$ cat config.mk
export PLATFORM = sky130hd
export DESIGN_NAME = bank_biu_wb_ctrl
export DESIGN_NICKNAME = d
export VERILOG_FILES = /design/src/rtl/bank_biu_pkg.sv /design/src/rtl/bank_biu_wb_buf.sv /design/src/rtl/bank_biu_wb_ctrl.sv
export SDC_FILE = /design/constraint.sdc
export NUM_CORES = 1
export LEC_CHECK = 0
export CAP_MARGIN = 25
export CORE_AREA = 2 2 210 212
export CTS_BUF_LIST = sky130_fd_sc_hd__clkbuf_8
export CTS_CLUSTER_DIAMETER = 50
export CTS_CLUSTER_SIZE = 10
export DETAILED_ROUTE_END_ITERATION = 10
export DIE_AREA = 0 0 212 214
export PLACE_DENSITY_LB_ADDON = 0.08
export SYNTH_ARGS = -nofsm -noshare
export SYNTH_HDL_FRONTEND = slang
export SYNTH_SLANG_ARGS = --single-unit
$ cat constraint.sdc
create_clock -name clk_i -period 9.9 [get_ports clk_i]
set_clock_uncertainty 0.05 [all_clocks]
set_input_delay 0.99 -clock clk_i [delete_from_list [all_inputs] [get_ports clk_i]]
set_output_delay 0.99 -clock clk_i [all_outputs]
set_load 0.005 [all_outputs]
$ cat src/rtl/bank_biu_pkg.sv
// Shared types and AXI3 constants for the bank BIU writeback path.
package bank_biu_pkg;

    typedef enum logic [1:0] {
        ST_IDLE,
        ST_FILL,
        ST_ISSUE,
        ST_WAIT_B
    } wb_state_e;

    localparam logic [2:0] AXSIZE_32B    = 3'b101;
    localparam logic [1:0] BURST_INCR    = 2'b01;
    localparam logic [1:0] RESP_OKAY     = 2'b00;
    localparam int         HALF_WIDTH    = 128;
    localparam int         SET_WAY_WIDTH = 6;

endpackage

$ cat src/rtl/bank_biu_wb_buf.sv
// Writeback line buffer: assembles a 256-bit line from two 128-bit SRAM halves
// in either order, tracking which halves have arrived.
module bank_biu_wb_buf
    import bank_biu_pkg::*;
(
    input  logic                    clk_i,
    input  logic                    rst_i,
    input  logic                    clr,
    input  logic                    we,
    input  logic                    offset,
    input  logic [HALF_WIDTH-1:0]   data,
    output logic [2*HALF_WIDTH-1:0] line,
    output logic [1:0]              vld
);

    logic [HALF_WIDTH-1:0] lo_q;
    logic [HALF_WIDTH-1:0] hi_q;

    always_ff @(posedge clk_i or negedge rst_i) begin
        if (!rst_i) begin
            vld <= 2'b00;
        end else if (clr) begin
            vld <= 2'b00;
        end else if (we) begin
            vld[offset] <= 1'b1;
        end
    end

    // NOTE: the data halves carry no reset; the valid bits alone say whether
    // they hold anything, so resetting 256 flops would buy nothing.
    always_ff @(posedge clk_i) begin
        if (we) begin
            if (offset) begin
                hi_q <= data;
            end else begin
                lo_q <= data;
            end
        end
    end

    assign line = {hi_q, lo_q};

endmodule

$ cat src/rtl/bank_biu_wb_ctrl.sv
// Bank BIU writeback controller: takes a victim line from the SRAM in two halves
// and writes it out as a single-beat AXI3 burst. Optional BRESP error flag via
// BANK_BIU_WB_BRESP_CHK_EN.
module bank_biu_wb_ctrl
    import bank_biu_pkg::*;
#(
    parameter int ADDR_WIDTH = 32,
    parameter int DATA_WIDTH = 256,
    parameter int ID_WIDTH   = 8
) (
    input  logic                    clk_i,
    input  logic                    rst_i,

    input  logic                    htu_biu_awvalid_i,
    output logic                    htu_biu_awready_o,
    input  logic [ADDR_WIDTH-6:0]   htu_biu_awaddr_i,
    input  logic [5:0]              htu_biu_set_way_i,

    input  logic                    sc_biu_valid_i,
    output logic                    sc_biu_ready_o,
    input  logic [127:0]            sc_biu_data_i,
    input  logic                    sc_biu_offset_i,

    output logic                    biu_axi3_awvalid_o,
    input  logic                    biu_axi3_awready_i,
    output logic [ID_WIDTH-1:0]     biu_axi3_awid_o,
    output logic [ADDR_WIDTH-1:0]   biu_axi3_awaddr_o,
    output logic [3:0]              biu_axi3_awlen_o,
    output logic [2:0]              biu_axi3_awsize_o,
    output logic [1:0]              biu_axi3_awburst_o,

    output logic                    biu_axi3_wvalid_o,
    input  logic                    biu_axi3_wready_i,
    output logic [ID_WIDTH-1:0]     biu_axi3_wid_o,
    output logic [DATA_WIDTH-1:0]   biu_axi3_wdata_o,
    output logic [DATA_WIDTH/8-1:0] biu_axi3_wstrb_o,
    output logic                    biu_axi3_wlast_o,

    input  logic                    biu_axi3_bvalid_i,
    output logic                    biu_axi3_bready_o,
    input  logic [ID_WIDTH-1:0]     biu_axi3_bid_i,
    input  logic [1:0]              biu_axi3_bresp_i,

    output logic                    wb_busy_o,
    output logic                    wb_done_o,
    output logic                    wb_err_o
);

    wb_state_e                  state_q;
    wb_state_e                  state_d;
    logic [ADDR_WIDTH-6:0]      line_q;
    logic [SET_WAY_WIDTH-1:0]   set_way_q;
    logic                       aw_done_q;
    logic                       w_done_q;
    logic [ID_WIDTH-1:0]        wb_id;
    logic [2*HALF_WIDTH-1:0]    buf_line;
    logic [1:0]                 buf_vld;
    logic [1:0]                 beat_mask;
    logic                       req_fire;
    logic                       sc_fire;
    logic                       aw_fire;
    logic                       w_fire;
    logic                       b_match;

    assign req_fire  = htu_biu_awvalid_i && htu_biu_awready_o;
    assign sc_fire   = sc_biu_valid_i && sc_biu_ready_o;
    assign aw_fire   = biu_axi3_awvalid_o && biu_axi3_awready_i;
    assign w_fire    = biu_axi3_wvalid_o && biu_axi3_wready_i;
    assign wb_id     = {{(ID_WIDTH-SET_WAY_WIDTH){1'b0}}, set_way_q};
    assign b_match   = biu_axi3_bvalid_i && (biu_axi3_bid_i == wb_id);
    assign beat_mask = sc_fire ? (2'b01 << sc_biu_offset_i) : 2'b00;

    bank_biu_wb_buf u_buf (
        .clk_i  (clk_i),
        .rst_i  (rst_i),
        .clr    (req_fire),
        .we     (sc_fire),
        .offset (sc_biu_offset_i),
        .data   (sc_biu_data_i),
        .line   (buf_line),
        .vld    (buf_vld)
    );

    // NOTE: every clocked process updates state with <= so all flops sample the
    // same pre-edge values regardless of process ordering.
    always_ff @(posedge clk_i or negedge rst_i) begin
        if (!rst_i) begin
            state_q <= ST_IDLE;
        end else begin
            state_q <= state_d;
        end
    end

    // NOTE: state_d gets a default before the case so no path leaves it unassigned,
    // which would otherwise infer a latch.
    always_comb begin
        state_d = state_q;
        unique case (state_q)
            ST_IDLE:   if (req_fire) state_d = ST_FILL;
            ST_FILL:   if (&(buf_vld | beat_mask)) state_d = ST_ISSUE;
            ST_ISSUE:  if ((aw_done_q || aw_fire) && (w_done_q || w_fire)) state_d = ST_WAIT_B;
            ST_WAIT_B: if (b_match) state_d = ST_IDLE;
        endcase
    end

    always_comb begin
        htu_biu_awready_o  = 1'b0;
        sc_biu_ready_o     = 1'b0;
        biu_axi3_awvalid_o = 1'b0;
        biu_axi3_wvalid_o  = 1'b0;
        biu_axi3_bready_o  = 1'b0;
        wb_done_o          = 1'b0;
        unique case (state_q)
            ST_IDLE:   htu_biu_awready_o = 1'b1;
            ST_FILL:   sc_biu_ready_o    = 1'b1;
            ST_ISSUE: begin
                biu_axi3_awvalid_o = !aw_done_q;
                biu_axi3_wvalid_o  = !w_done_q;
            end
            ST_WAIT_B: begin
                biu_axi3_bready_o = 1'b1;
                wb_done_o         = b_match;
            end
        endcase
    end

    // AW and W retire independently; these remember which one already has.
    always_ff @(posedge clk_i or negedge rst_i) begin
        if (!rst_i) begin
            aw_done_q <= 1'b0;
            w_done_q  <= 1'b0;
        end else if (state_q != ST_ISSUE) begin
            aw_done_q <= 1'b0;
            w_done_q  <= 1'b0;
        end else begin
            if (aw_fire) aw_done_q <= 1'b1;
            if (w_fire)  w_done_q  <= 1'b1;
        end
    end

    always_ff @(posedge clk_i) begin
        if (req_fire) begin
            line_q    <= htu_biu_awaddr_i;
            set_way_q <= htu_biu_set_way_i;
        end
    end

    assign wb_busy_o          = (state_q != ST_IDLE);
    assign biu_axi3_awaddr_o  = {line_q, 5'b0};
    assign biu_axi3_awid_o    = wb_id;
    assign biu_axi3_awlen_o   = 4'd0;
    assign biu_axi3_awsize_o  = AXSIZE_32B;
    assign biu_axi3_awburst_o = BURST_INCR;
    assign biu_axi3_wid_o     = wb_id;
    assign biu_axi3_wdata_o   = DATA_WIDTH'(buf_line);
    assign biu_axi3_wstrb_o   = '1;
    assign biu_axi3_wlast_o   = 1'b1;

`ifdef BANK_BIU_WB_BRESP_CHK_EN
    logic err_q;

    always_ff @(posedge clk_i or negedge rst_i) begin
        if (!rst_i) begin
            err_q <= 1'b0;
        end else if (wb_done_o && (biu_axi3_bresp_i != RESP_OKAY)) begin
            err_q <= 1'b1;
        end
    end

    assign wb_err_o = err_q;
`else
    logic unused_bresp;

    assign unused_bresp = ^biu_axi3_bresp_i;
    assign wb_err_o     = 1'b0;
`endif

endmodule

==> metrics.md, run 1 <==
| Metric | Value |
|---|---|
| Async SR Flop Fraction | 2.03% |
| Clk root buf | clkbuf_8 |
| Initial drt markers | 230 |
| Maximum fanout along the worst path | 2 |
| Final hold violation count | 0 |
| Fillers | 4117 |
| # resized after CTS | 0 |
| Top cells by area, synth | edfxtp_1 (91%), buf_4 (4.6%), dfrtp_1 (1.6%) |
| Wire length per cell | 18.9 µm |
| Grt peak-use layer | met2 |
| Layout cells sized above 1 | 7.83% |
| TritonCTS clock tree | yes |
| Min-delay worst type | register to register |
| RSZ-0062 raised after global routing | false |
| Largest net degree at the start of global routing | 58 |
| Mapped Avg Cell Area | 24.2 µm² |
| DRT antenna net count | 0 |
| CTS Hold Bufs | 0 |
| Final worst-path cycle share | 38.8% |
| Register area share after synthesis | 92.4% |
| Max-Cap Viols | 0 |
| P&R area growth vs syn | 65.3% |
| Seq cells post-synth | 295 |
| Core ar. | 0.0429 mm² |
| Static leakage | 5.39 nW |
| Initial antenna violation count | 4 |
| Setup crit start kind | primary input |
| Fin. max-slew vios | 0 |
| Mapped Area | 0.00956 mm² |
| Most frequent cell after synthesis | edfxtp_1 |
| Maximum clock rate | 260 MHz |
| Clock power share | 34.0% |
| First-pass GRT wire length | 40.5 mm |
| Yosys cell types | 24 |
| Sequential Area | 0.00883 mm² |
| Worst slew pin tran | 0.851 ns |
| CTS sink cnt | 295 |
| Outcome | complete, no violations |
| DIE AREA | 0.0454 mm² |
| First-pass DRT Iterations | 4 |
| WP data required | 8.86 ns |
| Net Switching | 0.000733 W |
| Worst path arrival time | 2.80 ns |
| # setup viols final | 0 |
| Logic pwr share | 15.8% |
| Clk_lat worst skew | 0.59 ns |
| Synth top cells by count | edfxtp_1 (289), buf_4 (58), dfrtp_1 (6) |
| CTS Buffer Depth | 3 |
| Number of global-route vias before repair | 5711 |
| DP HPWL | 21.0 mm |
| Routability cong. | 0.694 |
| Sw frac | 23.5% |
| H-tree Lvls | 2 |
| Register share of total power | 50.1% |
| Setup TNS | 0 ns |
| Grt met3 use | 7.14% |
| Die H | 214 µm |
| Post-route DRC | 0 |
| Inserted Clock Buffers | 43 |
| WS Path Type | primary input to output pin |
| Total gr overflow | 0 |
| Placed cell areas | 0.0149 mm² |
| Yosys top cell by area | edfxtp_1 |
| Final nets | 1099 |
| Initial core utilization | 22.3% |
| Top-area cell type share of the netlist area | 90.8% |
| Number of synthesis warnings | 0 |
| Post-CTS setup buffer count | 0 |
| Syn Inst Count | 395 |
| Setup slack, reg-to-reg | 7.32 ns |
| Slew HR | 43.3% |
| Rows | 76 |
| Worst Setup End Kind | output pin |
| Peak supply drop | 0.105 mV |
| GRT Overall Usage | 12.5% |
| Prevailing post-synth register cell | edfxtp_1 |
| Worst-path clk slew | 0.07 ns |
| Vias | 5445 |
| Fin area | 0.0158 mm² |
| Routing usage on met1 | 12.3% |
| Int Power | 0.00239 W |
| Area of the multi-input gates | 479 µm² |
| Met2 GRT Util | 21.7% |
| Buffers on Ports | 478 |
| Clock period minus final worst setup slack | 3.84 ns |
| PwrDens | 197 mW/mm² |
| DRT Wirelength | 28.9 mm |
| Post-synth EDFFs | 289 |
| I/O pin cnt | 533 |
| Die width | 212 µm |
| Vias per cell | 3.55 |
==> cell usage in the layout (no fill, tap or decap), drive strengths merged, types with 4 or more instances in the layout <==
cell and count:
clkinv 18, nor2 5, clkbuf 44, ha 4, bufinv 6, dfrtp 6, conb 52, buf 6
inv 9, edfxtp 289, clkdlybuf4s50 478
==> per-stage QoR <==
stage	hold WS, ns	util, %	cells	power, W	setup WS (ns)
3_3_place_gp	0.453	34.7	1456	0.00210	6.02
2_1_floorplan	0.434	-	445	0.00175	2.81
3_5_place_dp	0.465	34.7	1456	0.00210	6.02
4_1_cts	0.481	36.8	1530	0.00319	6.01
5_1_grt	0.491	36.8	1531	0.00328	5.88
6_report	0.482	36.8	1532	0.00312	6.06
==> flip-flops by register name, summed over array words and instances (netlist names) <==
name,flops
u_buf.lo_q,128
line_q,27
u_buf.hi_q,128
state_q,2
u_buf.vld,2
aw_done_q,1
w_done_q,1
set_way_q,6
==> power groups by stage <==
stage          registers, W  logic (W)  clock network, W
2_1_floorplan       0.00162   0.000130                 0
4_1_cts             0.00157   0.000512           0.00112
6_report            0.00156   0.000494           0.00106
3_5_place_dp        0.00159   0.000509                 0
5_1_grt             0.00158   0.000537           0.00116
3_3_place_gp        0.00159   0.000515                 0
==> cell families (layout without fill, tap and decap cells) <==
group                    after synthesis  after routing  synth area share, %
AO/OA/AOI/OAI                          7              7                0.511
XOR/XNOR                               6              6                0.550
adder cells (fa/ha/maj)                4              4                0.524
buffers and inverters                 62            562                 4.71
flip-flops                           295            295                 92.4
multiplexers                           2              2                0.262
other                                  2             54               0.0786
AND/OR/NAND/NOR                       17             17                0.995
==> critical path, stage by stage <==
cell,delay [ns]
clkdlybuf4s50_1,0.43
nor3b_2,0.19
nand4_1,0.11
or4_1,0.45
nor2_1,0.11
clkdlybuf4s50_1,0.52
==> final cells by class <==
| cell class | instances | share of cell area, % |
|---|---|---|
| Antenna cell | 2 | 0.0317 |
| Clock buffer | 44 | 3.83 |
| Tap cell | 585 | 4.63 |
| Sequential cell | 295 | 55.9 |
| Multi-Input combinational cell | 88 | 3.03 |
| Clock inverter | 30 | 1.91 |
| Timing Repair Buffer | 484 | 30.6 |
| Inverter | 4 | 0.0950 |
==> routing by layer <==
layer / part of all wire (%) / wire length (µm) / vias to the layer above
li1: - / - / 2467
met1: 34 / 9740 / 2629
met2: 51 / 14900 / 293
met3: 12 / 3560 / 52
met4: 2.4 / 707 / 4
met5: 0.10 / 30 / -
==> path summary, 6_finish.rpt <==
kind                                         from        endpoint  cells after the start
worst max-delay path            biu_axi3_bid_i[6]       wb_done_o                      6
worst min-delay path                    aw_done_q       aw_done_q                      1
worst max register to register         state_q[1]  u_buf.lo_q[68]                      6
worst min register to register          aw_done_q       aw_done_q                      1
max in group asynchronous                   rst_i      state_q[0]                      1
min in group asynchronous                   rst_i       aw_done_q                      1
Power figures use the tool's default switching activity.
==> inputs of run 2 (changes only) <==
CORE_AREA = 2 2 205 207   (was 2 2 210 212)
DIE_AREA = 0 0 207 209   (was 0 0 212 214)
clock period = 3.7 ns   (was 9.9 ns; I/O delays follow)
==> metrics.md, run 2 (same netlist as run 1, synthesis figures left out) <==
| Metric | Value |
|---|---|
| GRT Overall Usage | 12.5% |
| Initial drt markers | 155 |
| Worst slew pin tran | 0.664 ns |
| Largest net degree at the start of global routing | 65 |
| Sequential Area | 0.00883 mm² |
| Setup WS pre-CTS | 1.06 ns |
| Final nets | 1101 |
| WP data required | 3.28 ns |
| Post-CTS setup buffer count | 0 |
| Wire length per cell | 19.0 µm |
| Maximum fanout along the worst path | 3 |
| Buffers on Ports | 478 |
| CTS sink cnt | 295 |
| Fillers | 3919 |
| WS Path Type | register to output pin |
| Post-route DRC | 0 |
| First-pass GRT wire length | 38.9 mm |
| Worst-path clk slew | 0.07 ns |
| Die H | 209 µm |
| DRT Wirelength | 28.1 mm |
| Peak supply drop | 0.288 mV |
| Setup TNS | 0 ns |
| Worst path arrival time | 2.45 ns |
| CTS Buffer Depth | 3 |
| Core ar. | 0.0413 mm² |
| DIE AREA | 0.0433 mm² |
| First-pass DRT Iterations | 4 |
| Fin. max-slew vios | 0 |
| TritonCTS clock tree | yes |
| Initial antenna violation count | 2 |
| Most frequent cells in the layout | clkdlybuf4s50_1 (478), edfxtp_1 (289), conb_1 (52) |
| Final worst-path cycle share | 77.5% |
| DP HPWL | 20.7 mm |
| Layout cells sized above 1 | 7.55% |
| I/O pin cnt | 533 |
| Min-delay worst type | primary input to register |
| Maximum clock rate | 349 MHz |
| PwrDens | 526 mW/mm² |
| Static leakage | 5.37 nW |
| P&R area growth vs syn | 65.1% |
| Vias per cell | 3.68 |
| Final worst slack | 0.833 ns |
| Total gr overflow | 0 |
| Worst Setup End Kind | output pin |
| Die width | 207 µm |
| Outcome | complete, no violations |
| Top Registers | u_buf.hi_q (128), u_buf.lo_q (128), line_q (27) |
| Slew HR | 55.7% |
| Setup crit start kind | register |
| DRT antenna net count | 0 |
| Commonest non-fill, non-tap cell in the layout | clkdlybuf4s50_1 |
| Rows | 75 |
| Number of global-route vias before repair | 5608 |
| H-tree Lvls | 2 |
| Initial core utilization | 23.1% |
| Clk root buf | clkbuf_8 |
| Clk_lat worst skew | 0.58 ns |
| Vias | 5442 |
| Area of the multi-input gates | 479 µm² |
| Inserted Clock Buffers | 43 |
| # setup viols final | 0 |
| Routability cong. | 0.700 |
| RSZ-0062 raised after global routing | false |
| Antenna diodes | 0 |
| Max-Cap Viols | 0 |
| Final hold violation count | 0 |
| Clock period minus final worst setup slack | 2.87 ns |
-- run 2: worst paths after layout --
path	startpoint	end	slack (ns)	depth (start not counted)
min in group asynchronous	rst_i	u_buf.vld[1]	0.55	2
worst max register to register	state_q[1]	u_buf.hi_q[4]	1.54	4
worst max-delay path	set_way_q[2]	wb_done_o	0.83	5
worst min-delay path	htu_biu_set_way_i[2]	set_way_q[2]	0.29	1
max in group asynchronous	rst_i	w_done_q	2.80	2
worst min register to register	aw_done_q	aw_done_q	0.48	1
-- run 2: final cells by class --
class	instances	area share, %
inverter	4	0.0952
multi-input combinational	88	3.04
sequential	295	56.0
tap	539	4.27
timing repair buffer	486	31.1
clock buffer	45	3.93
clock inverter	22	1.59
-- run 2: critical path: stages (launching register included) --
cell,delay [ns]
edfxtp_1,0.46
xnor2_1,0.18
nand4_1,0.12
or4_1,0.46
nor2_1,0.11
clkdlybuf4s50_1,0.52
-- run 2: through the flow --
step           total power [W]  utilization (%)  instances  hold WS, ns  cell area, µm²
3_3_place_gp           0.00565             36.1       1411        0.471           14900
5_1_grt                0.00870             38.2       1479        0.235           15800
6_report               0.00830             38.2       1479        0.289           15800
4_1_cts                0.00848             38.2       1479        0.217           15800
3_5_place_dp           0.00564             36.1       1411        0.466           14900
2_1_floorplan          0.00466                -        445       0.0244            9750
-- run 2: repair_timing --
| item | CTS | global route |
|---|---|---|
| hold endpoints to repair | 6 | 0 |
| resized for setup | 0 | 0 |
| hold buffers | 1 | 0 |
-- run 2: routing by layer --
layer | wire, µm | share of wire, % | vias to the layer above | global-route usage [%]
met5 | 27 | 0.096 | - | 0
met3 | 3680 | 13 | 53 | 7.81
met1 | 9950 | 35 | 2590 | 13.1
met4 | 663 | 2.4 | 4 | 4.33
met2 | 13800 | 49 | 334 | 20.4
li1 | - | - | 2461 | -
-- run 2: power breakdown --
part	switching (W)	internal, W	total [W]
Clock	0.00127	0.00148	0.00276
Combinational	0.000572	0.000781	0.00135
Sequential	0.000101	0.00408	0.00418
Total	0.00195	0.00635	0.00830
==> inputs of run 3 (changes only) <==
clock period = 2.7 ns   (was 3.7 ns; I/O delays follow)
==> metrics.md, run 3 (same netlist as run 1, synthesis figures left out) <==
| Metric | Value |
|---|---|
| Outcome | complete, no violations |
| CP cell instances | xor2_1 -> or4_1 -> nor2_1 -> dlygate4sd2_1 |
| Final hold violation count | 0 |
| Initial antenna violation count | 3 |
| Worst-path clk slew | 0.07 ns |
| Clock period minus final worst setup slack | 2.44 ns |
| Slowest CP cell | or4_1 |
| WS Path Type | register to output pin |
| Worst slew pin tran | 0.530 ns |
| Inserted Clock Buffers | 42 |
| Largest net degree at the start of global routing | 80 |
| Peak supply drop | 0.438 mV |
| P&R area growth vs syn | 65.3% |
| DRT Wirelength | 28.9 mm |
| PwrDens | 719 mW/mm² |
| Maximum clock rate | 410 MHz |
| TritonCTS clock tree | yes |
| WP data required | 2.38 ns |
| WHS | 0.192 ns |
| Antenna diodes | 0 |
| Max-Cap Viols | 0 |
| Clk_lat worst skew | 0.57 ns |
| Setup TNS | 0 ns |
| Commonest non-fill, non-tap cell in the layout | clkdlybuf4s50_1 |
| Worst path arrival time | 2.12 ns |
| Top Registers | u_buf.hi_q (128), u_buf.lo_q (128), line_q (27) |
| Worst Setup End Kind | output pin |
| Post-layout util | 38.3% |
| Maximum fanout along the worst path | 2 |
| Slew HR | 64.6% |
| CP peak stage delay | 0.57 ns |
| Most frequent cells in the layout | clkdlybuf4s50_1 (477), edfxtp_1 (289), conb_1 (52) |
| CTS sink cnt | 295 |
| Total gr overflow | 0 |
| Buffers on Ports | 478 |
| DP HPWL | 21.3 mm |
| Static leakage | 5.40 nW |
| Die width | 207 µm |
| Non-filler instance count after layout | 1480 |
| # setup viols final | 0 |
| Dpl cells | 1410 |
| Final worst-path cycle share | 90.3% |
| Die H | 209 µm |
| Routability cong. | 0.734 |
| RSZ-0062 raised after global routing | false |
| First-pass GRT wire length | 40.3 mm |
| Fin. max-slew vios | 0 |
| CTS Buffer Depth | 3 |
| GRT Overall Usage | 12.9% |
| DIE AREA | 0.0433 mm² |
| I/O pin cnt | 533 |
| Final nets | 1102 |
| Min-delay worst type | primary input to register |
| Number of global-route vias before repair | 5691 |
| Vias per cell | 3.70 |
| Layout cells sized above 1 | 7.76% |
| Initial core utilization | 23.1% |
| Core ar. | 0.0413 mm² |
| Wire length per cell | 19.5 µm |
| Setup crit start kind | register |
| First-pass DRT Iterations | 4 |
| DRT antenna net count | 0 |
| Clk root buf | clkbuf_8 |
| Post-route DRC | 0 |
| H-tree Lvls | 2 |
| Rows | 75 |
| Initial drt markers | 191 |
| Vias | 5476 |
[run 3: cell count changes in the layout (fill, tap and decap cells not counted), sizes merged]
| cell | change |
|---|---|
| clkinv | +3 |
| clkdlybuf4s50 | -1 |
| buf | +2 |
| inv | +1 |
| clkinvlp | -5 |
| dlygate4sd2 | +1 |
[run 3: routing by layer]
metal  wire length [µm]  track usage (%)  vias up  part of all wire, %
met2              14300             22.0      335                   49
met4                521             3.74        6                  1.8
met3               3790             7.75       48                   13
li1                   -                -     2464                    -
met5                 33                0        -                 0.11
met1              10300             13.3     2623                   36
[run 3: area by class of cell]
cell class	count	area (µm²)
inverters	4	15.0
well taps	539	674
repair buffers	488	4920
flip-flops and latches	295	8830
fillers	3906	25500
clock buffers	45	619
multi-input cells	88	502
clock inverters	21	236
[run 3: where the power goes]
group	switching, W	total (W)	internal [W]
Sequential	0.000142	0.00574	0.00559
Combinational	0.000792	0.00188	0.00109
Clock	0.00172	0.00374	0.00202
Total	0.00265	0.0114	0.00871
[run 3: worst max-delay path, delay by kind of cell (launching register included)]
kind,cells,cell delay (ns)
and+or+nand+nor,2,0.70
buffers and inverters,1,0.26
xor gates and xnor gates,1,0.18
DFF,1,0.40
[run 3: worst paths after layout]
kind                                 startpoint            to  slack [ns]  cells past startpoint
min                        htu_biu_awaddr_i[18]    line_q[18]        0.19                      1
max                                set_way_q[1]     wb_done_o        0.26                      4
max in group asynchronous                 rst_i  u_buf.vld[0]        1.93                      2
min in group asynchronous                 rst_i  u_buf.vld[1]        0.44                      2
max reg2reg                        set_way_q[1]    state_q[1]        0.71                      4
min reg2reg                           aw_done_q     aw_done_q        0.48                      1
[run 3: through the flow]
step	total power [W]	area [µm²]	setup WS (ns)
floorplan	0.00640	9770	-0.346
global placement	0.00777	14900	0.218
global route	0.0119	15800	0.0739
finish	0.0114	15800	0.262
CTS	0.0116	15800	0.169
detailed placement	0.00775	14900	0.272
[run 3: what timing repair did]
action | 4_1_cts | 5_1_grt
setup buffers | 3 | 0
endpoints found under the hold margin | 6 | 0
hold buffers | 1 | 0
resized for setup | 2 | 0
endpoints found under the setup margin | 1 | 0
